`config.mk`:
```
export PLATFORM = sky130hd
export DESIGN_NAME = sha256_digest_reader
export DESIGN_NICKNAME = d
export VERILOG_FILES = /design/src/rtl/sha256_digest_reader.sv
export SDC_FILE = /design/constraint.sdc
export NUM_CORES = 1
export LEC_CHECK = 0
export BUFFER_PORTS_ARGS = -buffer_cell sky130_fd_sc_hd__buf_2
export CAP_MARGIN = 20
export CORE_ASPECT_RATIO = 1.5
export CORE_UTILIZATION = 58
export DETAILED_ROUTE_END_ITERATION = 10
export GPL_TIMING_DRIVEN = 0
export PLACE_DENSITY = 0.87
export RECOVER_POWER = 50
export SLEW_MARGIN = 20
export SYNTH_ARGS = -nofsm -noshare
export SYNTH_HDL_FRONTEND = slang
export SYNTH_SLANG_ARGS = --single-unit
```
`constraint.sdc`:
```
create_clock -name clk -period 2.6 [get_ports clk]
set_input_delay 0.26 -clock clk [delete_from_list [all_inputs] [get_ports clk]]
set_output_delay 0.26 -clock clk [all_outputs]
set_load 0.03 [all_outputs]
```
`src/rtl/sha256_digest_reader.sv`:
```
// Captures a final SHA-256 digest, flags whether it meets the leading-zero difficulty,
// then streams H0..H7 out one 32-bit word per valid/ready handshake.
module sha256_digest_reader #(
  parameter int ZERO_BITS = 32
) (
  input  logic         clk,
  input  logic         rst_n,
  input  logic         digest_valid,
  input  logic [255:0] digest_in,
  output logic         digest_ready,
  output logic         hit_valid,
  output logic         hit,
  output logic         word_valid,
  input  logic         word_ready,
  output logic [31:0]  word_out,
  output logic [2:0]   word_idx,
  output logic         word_last,
  output logic         overrun
);

  typedef enum logic [1:0] {
    ST_IDLE   = 2'd0,
    ST_CHECK  = 2'd1,
    ST_STREAM = 2'd2
  } state_t;

  // Ones over the top ZERO_BITS bits; the zero-width case needs its own branch.
  localparam logic [255:0] ZERO_MASK =
    (ZERO_BITS == 0) ? '0 : ({256{1'b1}} << (256 - ZERO_BITS));

  state_t       state_q, state_d;
  logic [255:0] digest_q, digest_d;
  logic         hit_q, hit_d;
  logic [2:0]   idx_q, idx_d;
  logic         overrun_q, overrun_d;
  logic         digest_hit;
  logic [31:0]  words [8];

  assign digest_hit = ((digest_in & ZERO_MASK) == '0);

  genvar gi;
  generate
    for (gi = 0; gi < 8; gi++) begin : g_word
      assign words[gi] = digest_q[255-32*gi -: 32];
    end
  endgenerate

  always_ff @(posedge clk) begin
    if (!rst_n) begin
      state_q   <= ST_IDLE;
      digest_q  <= '0;
      hit_q     <= 1'b0;
      idx_q     <= 3'd0;
      overrun_q <= 1'b0;
    end else begin
      state_q   <= state_d;
      digest_q  <= digest_d;
      hit_q     <= hit_d;
      idx_q     <= idx_d;
      overrun_q <= overrun_d;
    end
  end

  always_comb begin
    state_d   = state_q;
    digest_d  = digest_q;
    hit_d     = hit_q;
    idx_d     = idx_q;
    // A digest offered while busy is dropped but remembered.
    overrun_d = overrun_q | (digest_valid && (state_q != ST_IDLE));
    case (state_q)
      ST_IDLE: begin
        if (digest_valid) begin
          digest_d = digest_in;
          hit_d    = digest_hit;
          state_d  = ST_CHECK;
        end
      end
      ST_CHECK: begin
        idx_d   = 3'd0;
        state_d = ST_STREAM;
      end
      ST_STREAM: begin
        if (word_ready) begin
          if (idx_q == 3'd7) begin
            idx_d   = 3'd0;
            state_d = ST_IDLE;
          end else begin
            idx_d = idx_q + 3'd1;
          end
        end
      end
      default: begin
        idx_d   = 3'd0;
        state_d = ST_IDLE;
      end
    endcase
  end

  always_comb begin
    digest_ready = (state_q == ST_IDLE);
    hit_valid    = (state_q == ST_CHECK);
    word_valid   = (state_q == ST_STREAM);
    word_out     = (state_q == ST_STREAM) ? words[idx_q] : 32'd0;
    word_last    = (state_q == ST_STREAM) && (idx_q == 3'd7);
    word_idx     = idx_q;
    hit          = hit_q;
    overrun      = overrun_q;
  end

endmodule

```
==> results.sh <==
export IMPL_outcome="finished, violations left"
export IMPL_violations="negative hold slack"
export IMPL_synth_fp_nets=1569
export IMPL_synth_avg_cell_area_um2=9.13
export IMPL_start_util=0.598
export IMPL_fin_crit_ps=2550
export IMPL_criticalPathCategory="reg -> out"
export IMPL_rrSetupSlack_ps=140
export IMPL_die_h_um=178
export IMPL_fin_skew_ps=36.2
export IMPL_arrival_ps=2290
export IMPL_hold_ws_ps=-1.50
export IMPL_relSlewSlack=0.562
export IMPL_clock_sinks=263
export IMPL_cap_violations=0
export IMPL_overflow=0
export IMPL_seq_area_frac_synth=0.441
export IMPL_grt_pass1_wl_um=73100
export IMPL_cts_buffers=25
export IMPL_hold_viol=2
export IMPL_grt_max_degree=15
export IMPL_drv_slew=0
export IMPL_num_vias=12900
export IMPL_cp_max_fo=10
export IMPL_timing_final_crit_share=0.981
export IMPL_postSynthCellCount=1307
export IMPL_synth_seq_cells=263
export IMPL_die_width_um=119
export IMPL_antenna_found_initial=3
export IMPL_async_flop_share=0
export IMPL_wl_per_cell_um=22.6
export IMPL_synth_edf_count=0
export IMPL_setup_ws_ps=50.6
export IMPL_max_freq_mhz=392
export IMPL_drive_above_1_share=0.246
export IMPL_clk_pin_slew_ps=70
export IMPL_port_buffers=299
export IMPL_finalWeightedCongestion=0.945
export IMPL_nets=2106
export IMPL_postLayoutCoreUtil=0.844
export IMPL_cts_max_level=1
export IMPL_first_iter_violations=1354
export IMPL_dieArea_mm2=0.0212
export IMPL_fp_row_count=63
export IMPL_area_delta_synth_final_pct=41.2
export IMPL_pre_cts_ws_ps=326
export IMPL_rsz0062_at_grt="true"
export IMPL_synth_area_mm2=0.0119
export IMPL_wirelength_um=48000
export IMPL_hpwl_um=28700
export IMPL_drt_pass1_iter_count=5
export IMPL_synth_warnings=0
export IMPL_tritoncts="yes"
export IMPL_holdPathStages=3
export IMPL_route_detailed_drc=0
export IMPL_grt_util_all_layers=0.455
export IMPL_hold_path_class="in -> reg"
export IMPL_post_cts_buffers=0
export IMPL_root_buffer="clkbuf_16"
export IMPL_cp_end_kind="output port"
export IMPL_coreArea_mm2=0.0199
export IMPL_dominantRegCellSynth="dfxtp_1"
export IMPL_ios=301
export IMPL_final_common_cell="nand2_1"
export IMPL_rr_worst_depth=6
export IMPL_grt_pass1_vias=13800
export IMPL_p_leak_nw=6.86
export IMPL_ir_worst_vdd_mv=0.653
export IMPL_final_antenna_net_count=0
export IMPL_clkLatencyLatePin_ps=550
export IMPL_setup_violations_final=0
export IMPL_critPathLaunchType="flop"
export IMPL_drt_vias_per_instance=6.08
export IMPL_ctsLongestPathBuffers=3
export IMPL_powerDensity_mw_per_mm2=608
export IMPL_synth_cell_types=23
export IMPL_required_ps=2340
export IMPL_worstMarginPinSlew_ps=656
export IMPL_layout_common_cells="nand2_1 (516), buf_2 (303), dfxtp_1 (261), dlygate4sd3_1 (211), a21boi_1 (139)"
## kinds of logic (layout without fill, tap and decap cells)
family	after synthesis	in the layout	share of synthesized area
AND/OR/NAND/NOR	571	571	0.184
buffers and inverters	112	665	0.0597
AO/OA/AOI/OAI	262	262	0.164
flip-flops	263	263	0.441
other	0	3	0
adder cells (fa/ha/maj)	2	2	0.00210
multiplexers	97	97	0.149
## cells in the mapped netlist (3+ instances only)
master,n,area share
nand2_1,516,0.16
clkbuf_1,38,0.012
nor4_1,8,0.0042
mux4_2,64,0.12
a21boi_0,26,0.016
mux2i_1,33,0.028
dfxtp_1,263,0.44
nand4_1,3,0.0016
a21oi_1,3,0.0013
a21boi_1,230,0.14
inv_1,3,0.00094
nor2_1,36,0.011
buf_4,11,0.0069
buf_2,32,0.013
buf_6,28,0.026
## flip-flops by register name, summed over array words and instances, names as in the netlist
signal	count
hit	1
digest_q	256
state_q	2
word_idx	3
overrun	1
## timing repair
item                                    4_1_cts  5_1_grt
hold buffers                                210        1
endpoints found under the setup margin       29       26
endpoints found under the hold margin       210        1
resized for setup                            18       21
pin swaps                                     0        1
## final cells by class
| type | instances | area [µm²] |
|---|---|---|
| Antenna cell | 3 | 7.51 |
| Sequential cell | 263 | 5270 |
| Tap cell | 260 | 325 |
| Inverter | 3 | 11.3 |
| Buffer | 109 | 774 |
| Multi-Input combinational cell | 932 | 5950 |
| Clock inverter | 8 | 146 |
| Clock buffer | 35 | 743 |
| Timing Repair Buffer | 510 | 3610 |
| Fill cell | 1024 | 3100 |
## per-layer routing
| layer | GRT usage | part of all wire | vias up |
|---|---|---|---|
| li1 | - | - | 5455 |
| met1 | 0.472 | 0.32 | 6062 |
| met2 | 0.799 | 0.50 | 1040 |
| met3 | 0.0913 | 0.092 | 347 |
| met4 | 0.361 | 0.088 | 0 |
| met5 | 0 | 0 | - |
## critical path, stage by stage (launching register included)
cell and delay, ps:
dfxtp_4 410, buf_12 160, buf_12 160, buf_6 170, mux4_2 350, mux2i_2 210, nor2_1 60, buf_2 190
## power by group
group | switching, W | internal (W)
registers | 0.000160 | 0.00430
logic | 0.000937 | 0.000809
clock network | 0.00165 | 0.00238
total | 0.00275 | 0.00749
## stage by stage
step / cells / total power [W] / setup TNS [ps] / instance area, µm² / hold slack, ps
floorplan: 1307 / 0.00534 / 0 / 11900 / 395
global placement: 1866 / 0.00586 / 0 / 13800 / 437
detailed placement: 1866 / 0.00591 / 0 / 13800 / 443
CTS: 2119 / 0.0101 / 0 / 16800 / 0.869
global route: 2123 / 0.0105 / -5.41 / 16800 / 4.57
finish: 2123 / 0.0102 / 0 / 16800 / -1.50
## final timing paths
path / endpoint / from
worst min-delay path: digest_q[179]$_SDFFE_PN0P_ / digest_in[179]
worst max register to register: digest_q[223]$_SDFFE_PN0P_ / state_q[1]$_SDFFE_PN0P_
worst max-delay path: word_out[4] / word_idx[0]$_SDFFE_PN0P_
worst min register to register: digest_q[7]$_SDFFE_PN0P_ / digest_q[7]$_SDFFE_PN0P_
No activity file was read; power rests on OpenSTA's default activity.
